<file path="src/rtl/wb_burst_master.sv">
// wb_burst_master: Wishbone B3 initiator for the SDRAM controller slave port.
// Turns a command descriptor into a classic single-beat cycle or an
// incrementing burst. Write beats come from a valid/ready stream, and read
// beats leave on a pulse stream that has no backpressure.
// Optional feature: define WB_MASTER_TIMEOUT_EN to abort a cycle when the
// slave does not ack within TIMEOUT strobe cycles. The abort is reported on err.
module wb_burst_master #(
  parameter int AW      = 26,
  parameter int DW      = 32,
  parameter int LENW    = 8,
  parameter int TIMEOUT = 255
) (
  input  logic            wb_clk_i,
  input  logic            wb_rst_i,
  input  logic            cmd_valid,
  output logic            cmd_ready,
  input  logic            cmd_we,
  input  logic [AW-1:0]   cmd_addr,
  input  logic [LENW-1:0] cmd_len,
  input  logic [DW/8-1:0] cmd_sel,
  input  logic [DW-1:0]   wr_data,
  input  logic            wr_valid,
  output logic            wr_ready,
  output logic [DW-1:0]   rd_data,
  output logic            rd_valid,
  output logic            done,
  output logic            err,
  output logic            busy,
  output logic            wb_cyc_o,
  output logic            wb_stb_o,
  output logic            wb_we_o,
  output logic [AW-1:0]   wb_addr_o,
  output logic [DW-1:0]   wb_dat_o,
  output logic [DW/8-1:0] wb_sel_o,
  output logic [2:0]      wb_cti_o,
  input  logic [DW-1:0]   wb_dat_i,
  input  logic            wb_ack_i
);

  localparam int SW = DW / 8;

  typedef enum logic {IDLE, BUS} state_t;

  state_t          state;
  logic [LENW-1:0] len_r;
  logic [LENW-1:0] cnt;
  logic            pending;
  logic            beat_ack;
  logic            last;
  logic            to_abort;

  // Cycle type for beat idx. A single-beat transfer stays classic.
  function automatic logic [2:0] cti_for(input logic [LENW-1:0] idx,
                                         input logic [LENW-1:0] len);
    if (len == '0)
      return 3'b000;
    else if (idx == len)
      return 3'b111;
    else
      return 3'b010;
  endfunction

  // A beat completes only when ack is seen while our strobe is high.
  assign beat_ack = wb_stb_o && wb_ack_i;
  assign last     = (cnt == len_r);

  assign cmd_ready = (state == IDLE) && !wb_rst_i;

  // Fetch a write beat when the data register is empty. Also fetch one when
  // the current non-last beat is being acked, so that stb can stay high.
  assign wr_ready = (state == BUS) && wb_we_o && !wb_rst_i &&
                    (!pending || (beat_ack && !last));

`ifdef WB_MASTER_TIMEOUT_EN
  localparam int TW = $clog2(TIMEOUT + 1);
  logic [TW-1:0] to_cnt;

  // Count strobe cycles that have no ack. The count restarts on every beat.
  always_ff @(posedge wb_clk_i) begin
    if (wb_rst_i)
      to_cnt <= '0;
    else if (wb_stb_o && !wb_ack_i && !to_abort)
      to_cnt <= to_cnt + TW'(1);
    else
      to_cnt <= '0;
  end

  assign to_abort = wb_stb_o && !wb_ack_i && (to_cnt == TW'(TIMEOUT - 1));
`else
  assign to_abort = 1'b0;
`endif

  // Main control FSM. It owns every registered bus and status output.
  always_ff @(posedge wb_clk_i) begin
    if (wb_rst_i) begin
      state     <= IDLE;
      len_r     <= '0;
      cnt       <= '0;
      pending   <= 1'b0;
      busy      <= 1'b0;
      wb_cyc_o  <= 1'b0;
      wb_stb_o  <= 1'b0;
      wb_we_o   <= 1'b0;
      wb_addr_o <= '0;
      wb_dat_o  <= '0;
      wb_sel_o  <= '0;
      wb_cti_o  <= 3'b000;
      rd_data   <= '0;
      rd_valid  <= 1'b0;
      done      <= 1'b0;
      err       <= 1'b0;
    end else begin
      rd_valid <= 1'b0;
      done     <= 1'b0;
      err      <= 1'b0;
      case (state)
        IDLE: begin
          if (cmd_valid) begin
            state     <= BUS;
            busy      <= 1'b1;
            wb_cyc_o  <= 1'b1;
            wb_stb_o  <= !cmd_we;
            wb_we_o   <= cmd_we;
            wb_addr_o <= cmd_addr;
            wb_sel_o  <= cmd_sel;
            wb_cti_o  <= cti_for('0, cmd_len);
            len_r     <= cmd_len;
            cnt       <= '0;
            pending   <= 1'b0;
          end
        end
        BUS: begin
          if (to_abort) begin
            state    <= IDLE;
            busy     <= 1'b0;
            wb_cyc_o <= 1'b0;
            wb_stb_o <= 1'b0;
            pending  <= 1'b0;
            err      <= 1'b1;
          end else if (beat_ack) begin
            if (!wb_we_o) begin
              rd_data  <= wb_dat_i;
              rd_valid <= 1'b1;
            end
            if (last) begin
              state    <= IDLE;
              busy     <= 1'b0;
              wb_cyc_o <= 1'b0;
              wb_stb_o <= 1'b0;
              pending  <= 1'b0;
              done     <= 1'b1;
            end else begin
              wb_addr_o <= wb_addr_o + AW'(SW);
              cnt       <= cnt + LENW'(1);
              wb_cti_o  <= cti_for(cnt + LENW'(1), len_r);
              if (wb_we_o) begin
                if (wr_valid) begin
                  wb_dat_o <= wr_data;
                end else begin
                  wb_stb_o <= 1'b0;
                  pending  <= 1'b0;
                end
              end
            end
          end else if (wr_ready && wr_valid) begin
            wb_dat_o <= wr_data;
            pending  <= 1'b1;
            wb_stb_o <= 1'b1;
          end
        end
      endcase
    end
  end

endmodule

</file>
<file path="config.mk">
export PLATFORM = sky130hd
export DESIGN_NAME = wb_burst_master
export DESIGN_NICKNAME = d
export VERILOG_FILES = /design/src/rtl/wb_burst_master.sv
export SDC_FILE = /design/constraint.sdc
export NUM_CORES = 1
export LEC_CHECK = 0
export CAP_MARGIN = 10
export CORE_MARGIN = 3
export CORE_UTILIZATION = 45
export CTS_BUF_LIST = sky130_fd_sc_hd__clkbuf_2
export DETAILED_ROUTE_END_ITERATION = 12
export GPL_TIMING_DRIVEN = 0
export PLACE_DENSITY = 0.82
export SLEW_MARGIN = 25
export SYNTH_ARGS = -nofsm -noshare
export SYNTH_HDL_FRONTEND = slang
export SYNTH_SLANG_ARGS = --single-unit
</file>
<file path="constraint.sdc">
create_clock -name wb_clk_i -period 2.8 [get_ports wb_clk_i]
set_input_delay 0.56 -clock wb_clk_i [delete_from_list [all_inputs] [get_ports wb_clk_i]]
set_output_delay 0.56 -clock wb_clk_i [all_outputs]
set_load 0.1 [all_outputs]
</file>
# After elaboration in Yosys (flattened, before gate mapping)
# Cells that the tools add are included.
dict set report word_totals {
  register_bits 120
  latch_bits 0
  ram_bits 0
  rom_bits 0
  input_bits 108
  out_inout_bits 106
  word_cells 92
  mem_count 0
}
dict set report op_classes {
  addsub 2
  multipliers 0
  div 0
  n_lt_le_gt_ge 0
  n_eq_ne 12
  shifts 0
  n_mux 39
  bitwise_logic 3
  n_reduce_logical 22
}
# cell n
set op_table {}
lappend op_table {{$mux W32} 5}
lappend op_table {{$mux W26} 3}
lappend op_table {{$pmux W26 S2} 1}
lappend op_table {{$add A26 B3 Y26 const B} 1}
lappend op_table {{$mux W8} 3}
lappend op_table {{$eq A8 B8 Y1} 2}
lappend op_table {{$logic_not A8 Y1} 2}
lappend op_table {{$pmux W8 S2} 1}
lappend op_table {{$mux W1} 15}
lappend op_table {{$mux W3} 5}
lappend op_table {{$ne A2 B2 Y1 const B} 5}
lappend op_table {{$reduce_and A3 Y1} 3}
lappend op_table {{$add A8 B1 Y8 const B} 1}
lappend op_table {{$ne A4 B3 Y1 const B} 2}
lappend op_table {{$pmux W1 S2} 4}
lappend op_table {{$logic_and A1 B1 Y1} 7}
lappend op_table {{$pmux W3 S2} 1}
lappend op_table {{$reduce_and A5 Y1} 1}
lappend op_table {{$logic_not A1 Y1} 4}
lappend op_table {{$ne A2 B1 Y1 const B} 2}
lappend op_table {{$reduce_and A4 Y1} 1}
lappend op_table {{$ne A3 B1 Y1 const B} 1}
lappend op_table {{$not A1 Y1} 3}
lappend op_table {{$reduce_or A3 Y1} 1}
lappend op_table {{other kinds (4)} 4}

# Longest topological paths before layout
# Gate-level depths: netlist of run 1.
dict set report logic_depth {
  depth_word 9
  mapped_depth 8
}

# Worst setup path after synthesis of run 1
# No wires, ideal clock.
dict set report synth_path {
  path_kind {register -> output}
  start {reg wb_stb_o}
  end {out wr_ready}
  arrival_time_ps 3721
  required_time_ps 2240
  slack_ps -1481
  path_stages_with_launch 4
  n_path_buf 0
  path_cell_list {dfxtp_1 nand2_1 a21o_2 a211oi_1}
}
dict set report synth_via {
  elab_chain_cells 4
}
# element line_no
set synth_lines {}
lappend synth_lines {{start, declared} 30} ;# output logic wb_stb_o,
lappend synth_lines {{start signal, assigned} 122} ;# wb_stb_o <= !cmd_we;
lappend synth_lines {{$logic_and A1 B1 Y1} 64} ;# assign beat_ack = wb_stb_o && wb_ack_i;
lappend synth_lines {{$logic_and A1 B1 Y1} 72} ;# (!pending || (beat_ack && !last));
lappend synth_lines {{$logic_or A1 B1 Y1} 72}
lappend synth_lines {{$logic_and A1 B1 Y1} 71} ;# assign wr_ready = (state == BUS) && wb_we_o && !wb_rst_i &&
lappend synth_lines {{end, declared} 23} ;# output logic wr_ready,
# No other way between the ends.

# Worst setup path in the final report of run 1
dict set report layout_path {
  start {reg cnt[0]}
  end {out wr_ready}
}
dict set report layout_via {
  elab_chain_cells 5
}
# element line_no
set layout_lines {}
lappend layout_lines {{start, declared} 46} ;# logic [LENW-1:0] cnt;
lappend layout_lines {{start signal, assigned} 154} ;# cnt <= cnt + LENW'(1);
lappend layout_lines {{$eq A8 B8 Y1} 65} ;# assign last = (cnt == len_r);
lappend layout_lines {{$logic_not A1 Y1} 72}
lappend layout_lines {{$logic_and A1 B1 Y1} 72}
lappend layout_lines {{$logic_or A1 B1 Y1} 72}
lappend layout_lines {{$logic_and A1 B1 Y1} 71}
# No other way between the ends.

==> metrics.md, run 1 <==
| Metric | Value |
|---|---|
| TNS Setup | `0 ns` |
| Max rail drop VDD | `approximately 390 uV` |
| Minimum setup slack in the final design | `0.05027 ns` |
| Synth cell types | `61` |
| Period Utilization, post-route | `98.20%` |
| TritonCTS clock tree | `built` |
| Master of the slowest instance on the critical path | `sky130_fd_sc_hd__dfxtp_4` |
| Final weighted congestion of routability-driven global placement | `around 0.9` |
| Final number of max-transition violations | `0` |
| Total cell area at the placement stage | `around 7900 um2` |
| Number of max-cap violations | `0` |
| Global-route wire length before repair | `29,140 um` |
| PwrDens | `about 480 nW/um2` |
| Total Routed Length | `between 15,000 and 20,000 um` |
| Buf+Inv Stages, Crit Path | `1` |
| Worst skew pair latency | `slightly below 0.7 ns` |
| Combined global-route utilization of all metal layers | `27.34%` |
| Async S/R FF share, synth | `0%` |
| Slew of the pin with the lowest slew margin | `approximately 1.0 ns` |
| Total number of yosys warnings | `0` |
| Startpoint class of the critical path | `flip-flop` |
| DIE WIDTH | `between 100 and 150 um` |
| Final Net Count | `around 1,000` |
| Count of endpoints failing setup in the final report | `0` |
| Vertical extent of the die | `117.0 um` |
| Number of global-route vias before repair | `roughly 5,900` |
| H-tree levels | `4` |
| Area grow syn2layout | `44.53%` |
| Type of the worst setup path | `reg -> out` |
| Antenna violations before repair | `1` |
| Slowest stage delay, CP | `approximately 0.4 ns` |
| Starting density of the core | `47.34%` |
| Status | `finished clean` |
| Average routed wire per standard cell | `about 18 um` |
| Vias per cell | `5.575` |
| Worst R2R Setup Slack | `between 0.5 and 0.6 ns` |
| Class of the worst hold path | `in -> reg` |
| Worst EP required | `approximately 2.2 ns` |
| Leakage | `approximately 3.3 nW` |
| Number of vias in the routed layout | `between 5,000 and 6,000` |
| RSZ-0062 raised after global routing | `yes` |
| Final standard cell utilization of the core | `approximately two thirds` |
| Filler Cells Inserted | `about 1,000` |
| Register cell area after layout | `2395 um2` |
| Commonest cells after routing, fill and taps aside | `191 x sky130_fd_sc_hd__nand2_1, 111 x sky130_fd_sc_hd__dfxtp_1, 107 x sky130_fd_sc_hd__clkdlybuf4s50_1` |
| Dominant synthesized flop cell | `sky130_fd_sc_hd__dfxtp_1` |
| Cell breakdown of the critical path | `xnor2_2 > and4_4 > a21o_4 > a211oi_4 > buf_12` |
| Initial detailed-routing violation count | `~440` |
| Cell count after synthesis | `a little under 700` |
| Max Clk Rate | `between 300 and 400 MHz` |
| Clock Skew | `0.02617 ns` |
| Root buf cell | `sky130_fd_sc_hd__clkbuf_2` |
| Pin count of the biggest net entering global routing | `17` |
| Final design area excluding fillers | `roughly 8000 um2` |
| Number of rows created at floorplan | `39` |
| Final total power | `3.883 mW` |
| Most common library cell in the layout ignoring fill and taps | `sky130_fd_sc_hd__nand2_1` |
| Per-instance average area after synthesis | `roughly 8.1 um2` |
| CORE AREA | `approximately 12,000 um2` |
| Total grt overflow | `0` |
| Category of cells accounting for the largest share of critical-path delay | `compound AO/OA/AOI/OAI gates` |
| Pre-Repair DR Iteration Count | `5` |
| Die Footprint | `around 14,000 um2` |
| Share of layout cells above drive strength 1 | `a little over 9%` |
| Number of enable flip-flop cells after synthesis | `0` |
| Total nets after synthesis | `~790` |
| Buffers added on ports | `roughly 210` |
| Post-synthesis sequential element count | `between 100 and 150` |
| Clk pin slew, worst setup/hold paths | `between 0.15 and 0.2 ns` |
| Clock tree sinks | `about 120` |
| Maximum clock path buffer count | `2` |
| Sequential area share after synthesis | `between 40 and 50%` |
| Hpwl dp | `between 10,000 and 15,000 um` |
| Post-route minimum period | `between 2 and 3 ns` |
| Detailed-route DRC error count | `0` |
| Total area of multi-input combinational cells | `between 2000 and 3000 um2` |
| I/O pins | `~210` |
| Final ANT Viol Nets | `0` |
| Critical Path Fanout Max | `5` |
| Count of final hold-check violations | `0` |
| Number of buffers inserted during clock tree synthesis | `17` |
| Element type at the critical path end | `primary output` |
| Critical path arrival | `roughly 2.2 ns` |
| Netlist area before placement | `roughly 5500 um2` |
| Post-place setup slack | `-1.043 ns` |
| Relative slew margins | `31.87%` |
## flip-flops by register name, indices dropped and copies added (netlist names)
register and count:
rd_valid 1, cnt 8, state 1, wb_dat_o 32, wb_stb_o 1, wb_cti_o 2
wb_cyc_o 1, rd_data 32, done 1, wb_we_o 1, wb_sel_o 4, wb_addr_o 26
pending 1, len_r 8
## area by class of cell
cell class / count / share of cell area, %
Antenna cell: 1 / 0.03123
Buffer: 51 / 3.701
Clock buffer: 17 / 1.062
Clock inverter: 12 / 1.718
Inverter: 15 / 0.7027
Multi-Input combinational cell: 495 / 35.27
Sequential cell: 119 / 29.89
Tap cell: 143 / 2.233
Timing Repair Buffer: 216 / 25.39
## cell usage after synthesis, types with 11 or more instances
cell type,number,area [um2]
sky130_fd_sc_hd__nand2_1,191,716.9
sky130_fd_sc_hd__dfxtp_1,119,2382
sky130_fd_sc_hd__a21oi_1,65,325.3
sky130_fd_sc_hd__mux2i_1,34,340.3
sky130_fd_sc_hd__clkbuf_1,29,108.9
sky130_fd_sc_hd__nand3_1,29,145.1
sky130_fd_sc_hd__o21ai_0,20,100.1
sky130_fd_sc_hd__nor2_1,14,52.55
sky130_fd_sc_hd__a31oi_1,13,81.33
sky130_fd_sc_hd__inv_1,13,48.80
sky130_fd_sc_hd__nor3_1,11,55.05
sky130_fd_sc_hd__xnor2_1,11,96.34
## per-layer routing
metal	part of all wire [%]	track usage, %	vias to the layer above
met5	0	0	-
met4	1.9	8.028	0
met3	11	10.33	27
met2	46	45.39	308
met1	40	33.14	2769
li1	-	-	2856
## final timing paths
| path | start | to | depth (start not counted) |
|---|---|---|---|
| setup / recovery | cnt[0]$_SDFFE_PP0P_ | wr_ready | 5 |
| hold / removal | wb_dat_i[8] | rd_data[8]$_SDFFE_PP0P_ | 3 |
| setup reg to reg | wb_addr_o[2]$_SDFFE_PP0P_ | wb_addr_o[20]$_SDFFE_PP0P_ | 7 |
| hold reg to reg | wb_sel_o[2]$_SDFFE_PP0P_ | wb_sel_o[2]$_SDFFE_PP0P_ | 2 |
## power by group
| part | internal, mW | total, mW | switching, mW |
|---|---|---|---|
| sequential | 1.75 | 1.81 | 0.0569 |
| combinational | 0.307 | 0.966 | 0.659 |
| clock | 0.469 | 1.11 | 0.638 |
| total | 2.53 | 3.88 | 1.35 |
## stage by stage
stage	hold WS (ns)	std cells
floorplan	0.4622	683
global placement	0.4424	1038
detailed placement	0.4457	1038
CTS	0.3226	1066
global route	0.3349	1069
finish	0.3883	1069
## worst reg2reg max path, stage by stage, from the launching register on
cell and delay (ns):
sky130_fd_sc_hd__dfxtp_1 0.51, sky130_fd_sc_hd__ha_1 0.25, sky130_fd_sc_hd__and3_1 0.16, sky130_fd_sc_hd__buf_2 0.15, sky130_fd_sc_hd__nand4_1 0.33, sky130_fd_sc_hd__nor3_1 0.29
sky130_fd_sc_hd__o22ai_1 0.12, sky130_fd_sc_hd__a221oi_1 0.33
## what timing repair did
item / 4_1_cts / 5_1_grt
hold buffers: 0 / 0
pin swaps: 0 / 2
setup endpoints to repair: 104 / 3
gates resized for setup: 121 / 12
gates cloned: 0 / 0
setup buffers: 0 / 4
## logic make-up after synthesis
kind of cell	Yosys count	synth area share (%)
compound gates	155	18.24
xor+xnor	13	2.054
fa+ha+maj	2	0.4513
buf+inv	69	6.522
flops	119	42.97
mux	35	6.342
other cells	1	0.06764
simple gates	289	23.36
Note: power is estimated with default switching activity, not from simulation.
==> inputs of run 2 (changes only) <==
--- a/config.mk
+++ b/config.mk
@@ -6,6 +6,7 @@
 export NUM_CORES = 1
 export LEC_CHECK = 0
 export CAP_MARGIN = 10
+export CORE_ASPECT_RATIO = 1.25
 export CORE_MARGIN = 3
 export CORE_UTILIZATION = 45
 export CTS_BUF_LIST = sky130_fd_sc_hd__clkbuf_2
==> run 2 against run 1 <==
Compared with the run above:
- sequential power barely moved
- first-iteration DRC count fell by 18%
- utilization fell by 0.53 points
- combinational power fell by 0.8%
- die area barely moved
- fmax fell by 0.35%
- via count fell by 1.6%
- critical path depth did not move
- flip-flop and latch count did not move
- clock power fell by 9.9%
- clock-buffer cell count did not move
- sequential share of layout area fell by 0.13 points
- critical path type unchanged
==> metrics.md, run 2 (same netlist as run 1, synthesis figures left out) <==
| Metric | Value |
|---|---|
| Area grow syn2layout | `44.93%` |
| Vias per cell | `5.373 (-3.6%)` |
| Slew of the pin with the lowest slew margin | `1.018 ns (-0.008265 ns)` |
| Leakage | `3.271 nW (-1.0%)` |
| Vertical extent of the die | `130.1 um (+11%)` |
| Part of the total power dissipated in sequential elements | `48.0% (+1.4 points)` |
| Maximum clock path buffer count | `2 (unchanged)` |
| Cell breakdown of the critical path | `xnor2_1 > and4_4 > a21o_4 > a211oi_4 > buf_12` |
| Clk pin slew, worst setup/hold paths | `0.22 ns (+0.04 ns)` |
| Top Registers | `rd_data: 32 flops, wb_dat_o: 32 flops, wb_addr_o: 26 flops` |
| Total grt overflow | `0 (unchanged)` |
| Worst skew pair latency | `0.69 ns (about the same)` |
| Number of max-cap violations | `0 (unchanged)` |
| Startpoint class of the critical path | `flip-flop` |
| Element type at the critical path end | `primary output` |
| CORE AREA | `11,840 um2 (+1.1%)` |
| Final weighted congestion of routability-driven global placement | `0.9150 (+1.7%)` |
| RSZ-0062 raised after global routing | `yes` |
| Number of global-route vias before repair | `5,699 (-2.6%)` |
| Pre-Repair DR Iteration Count | `5 (unchanged)` |
| Root buf cell | `sky130_fd_sc_hd__clkbuf_2` |
| PwrDens | `469.2 nW/um2 (-3.2%)` |
| Count of final hold-check violations | `0 (unchanged)` |
| Slowest stage delay, CP | `0.46 ns (+0.05 ns)` |
| Final standard cell utilization of the core | `67.89% (-0.53 points)` |
| Clock Skew | `0.03547 ns (+0.009302 ns)` |
| Clock tree sinks | `119 (unchanged)` |
| Cell Int Power | `2.308 mW (-8.7%)` |
| Total area of multi-input combinational cells | `2838 um2 (+0.40%)` |
| Final Net Count | `1,027 (+0.20%)` |
| Register cell area after layout | `2391 um2 (-0.16%)` |
| Master of the slowest instance on the critical path | `sky130_fd_sc_hd__dfxtp_1` |
| Number of buffers inserted during clock tree synthesis | `17 (unchanged)` |
| Hpwl dp | `13,440 um (-5.7%)` |
| Category of cells accounting for the largest share of critical-path delay | `compound AO/OA/AOI/OAI gates` |
| Max Clk Rate | `362.4 MHz (-0.35%)` |
| Initial detailed-routing violation count | `363 (-18%)` |
| Global-route wire length before repair | `28,790 um (-1.2%)` |
| Final total power | `3.770 mW (-2.9%)` |
| Net switching fraction of the power | `38.79% (+3.9 points)` |
| Share of layout cells above drive strength 1 | `9.462% (+0.38 points)` |
| Power share of the combinational group | `25.4% (+0.5 points)` |
| Type of the worst setup path | `reg -> out` |
| Antenna violations before repair | `1 (unchanged)` |
| Max rail drop VDD | `306.2 uV (-21%)` |
| Psw | `1.462 mW (+8.0%)` |
| Hold buffers post-CTS | `0 (unchanged)` |
| Filler Cells Inserted | `1,055 (+1.4%)` |
| H-tree levels | `4 (unchanged)` |
| Clock network fraction of total power | `26.6% (-1.9 points)` |
| Buffers added on ports | `212 (unchanged)` |
| DIE WIDTH | `105.3 um (-10%)` |
| Post-place setup slack | `-0.9649 ns (+0.07857 ns)` |
| Period Utilization, post-route | `98.55% (+0.35 points)` |
| Status | `finished clean` |
| Starting density of the core | `46.84% (-0.50 points)` |
| Relative slew margins | `32.42% (+0.55 points)` |
| Number of rows created at floorplan | `44 (+13%)` |
| Post-route minimum period | `2.759 ns (+0.009760 ns)` |
| Count of endpoints failing setup in the final report | `0 (unchanged)` |
| Detailed-route DRC error count | `0 (unchanged)` |
| TritonCTS clock tree | `built` |
| Minimum setup slack in the final design | `0.04051 ns (-0.009760 ns)` |
| Class of the worst hold path | `in -> reg` |
| Number of vias in the routed layout | `5,867 (-1.6%)` |
| Most common library cell in the layout ignoring fill and taps | `sky130_fd_sc_hd__nand2_1` |
| Final number of max-transition violations | `0 (unchanged)` |
| Critical Path Fanout Max | `5 (unchanged)` |
| Die Footprint | `13,700 um2 (about the same)` |
| Critical path arrival | `2.20 ns (about the same)` |
| Final ANT Viol Nets | `0 (unchanged)` |
| Total Routed Length | `17,930 um (-4.7%)` |
| Commonest cells after routing, fill and taps aside | `191 x sky130_fd_sc_hd__nand2_1, 112 x sky130_fd_sc_hd__dfxtp_1, 106 x sky130_fd_sc_hd__clkdlybuf4s50_1` |
| Average routed wire per standard cell | `16.42 um (-6.7%)` |
| Worst EP required | `2.24 ns (about the same)` |
| I/O pins | `214 (unchanged)` |
| Buf+Inv Stages, Crit Path | `1 (unchanged)` |
| Combined global-route utilization of all metal layers | `26.17% (-1.2 points)` |
| Pin count of the biggest net entering global routing | `17 (unchanged)` |
run 2: cell count changes in the layout (fill, tap and decap cells not counted), moves of 2 or more:
cell and change:
sky130_fd_sc_hd__clkbuf_1 +2, sky130_fd_sc_hd__clkinv_1 -2, sky130_fd_sc_hd__dlygate4sd2_1 +2, sky130_fd_sc_hd__bufinv_16 -3
sky130_fd_sc_hd__clkinv_2 -4, sky130_fd_sc_hd__clkinvlp_4 +5, sky130_fd_sc_hd__inv_6 +6
run 2: timing repair:
action | 4_1_cts | 5_1_grt
pin swaps | 0 | 4
gates cloned | 0 | 0
setup endpoints to repair | 105 | 2
resized for setup | 118 | 13
setup buffers | 0 | 5
run 2: routing by layer:
metal	up-vias	part of all wire, %	wire, um	track usage, %
met5	-	0	0	0
met4	0	2.5	440	10.27
met3	37	10	1807	7.917
met2	310	49	8708	43.62
met1	2659	39	6971	31.85
li1	2861	-	-	-
run 2: layout make-up:
cell class / count / area share (%)
buffer: 52 / 3.799
clock buffer: 17 / 1.059
inverter: 15 / 0.7007
timing repair buffer: 217 / 25.32
tap: 161 / 2.507
antenna: 1 / 0.03114
sequential: 119 / 29.76
clock inverter: 15 / 1.510
multi-input combinational: 495 / 35.32
run 2: stage by stage:
stage	cells	hold WS [ns]	cell area [um2]	setup TNS (ns)
global route	1092	0.2914	8035	-0.1024
CTS	1086	0.3055	7964	-0.07415
global placement	1056	0.4411	7881	-1.876
detailed placement	1056	0.4457	7881	-1.819
floorplan	683	0.4622	5558	0
finish	1092	0.3741	8035	0
run 2: power by group through the flow:
| stage | Combinational (mW) | Clock, mW | Sequential [mW] |
|---|---|---|---|
| 2_1_floorplan | 0.289 | 0 | 2.18 |
| 3_3_place_gp | 0.973 | 0 | 1.84 |
| 3_5_place_dp | 0.977 | 0 | 1.84 |
| 4_1_cts | 0.945 | 1.04 | 1.81 |
| 5_1_grt | 1.01 | 1.11 | 1.82 |
| 6_report | 0.958 | 1.00 | 1.81 |
run 2: path summary, 6_finish.rpt:
check,slack [ns],startpoint,cells past startpoint,to
worst max-delay path,0.04,cnt[5]$_SDFFE_PP0P_,5,wr_ready
worst min-delay path,0.37,wb_dat_i[31],3,rd_data[31]$_SDFFE_PP0P_
worst max register to register,0.75,wb_addr_o[2]$_SDFFE_PP0P_,7,wb_addr_o[16]$_SDFFE_PP0P_
worst min register to register,0.46,rd_data[11]$_SDFFE_PP0P_,2,rd_data[11]$_SDFFE_PP0P_
run 2: worst min-delay path: stages:
cell,delay (ns)
sky130_fd_sc_hd__clkdlybuf4s50_1,0.40
sky130_fd_sc_hd__nand2_1,0.05
sky130_fd_sc_hd__a21oi_1,0.05
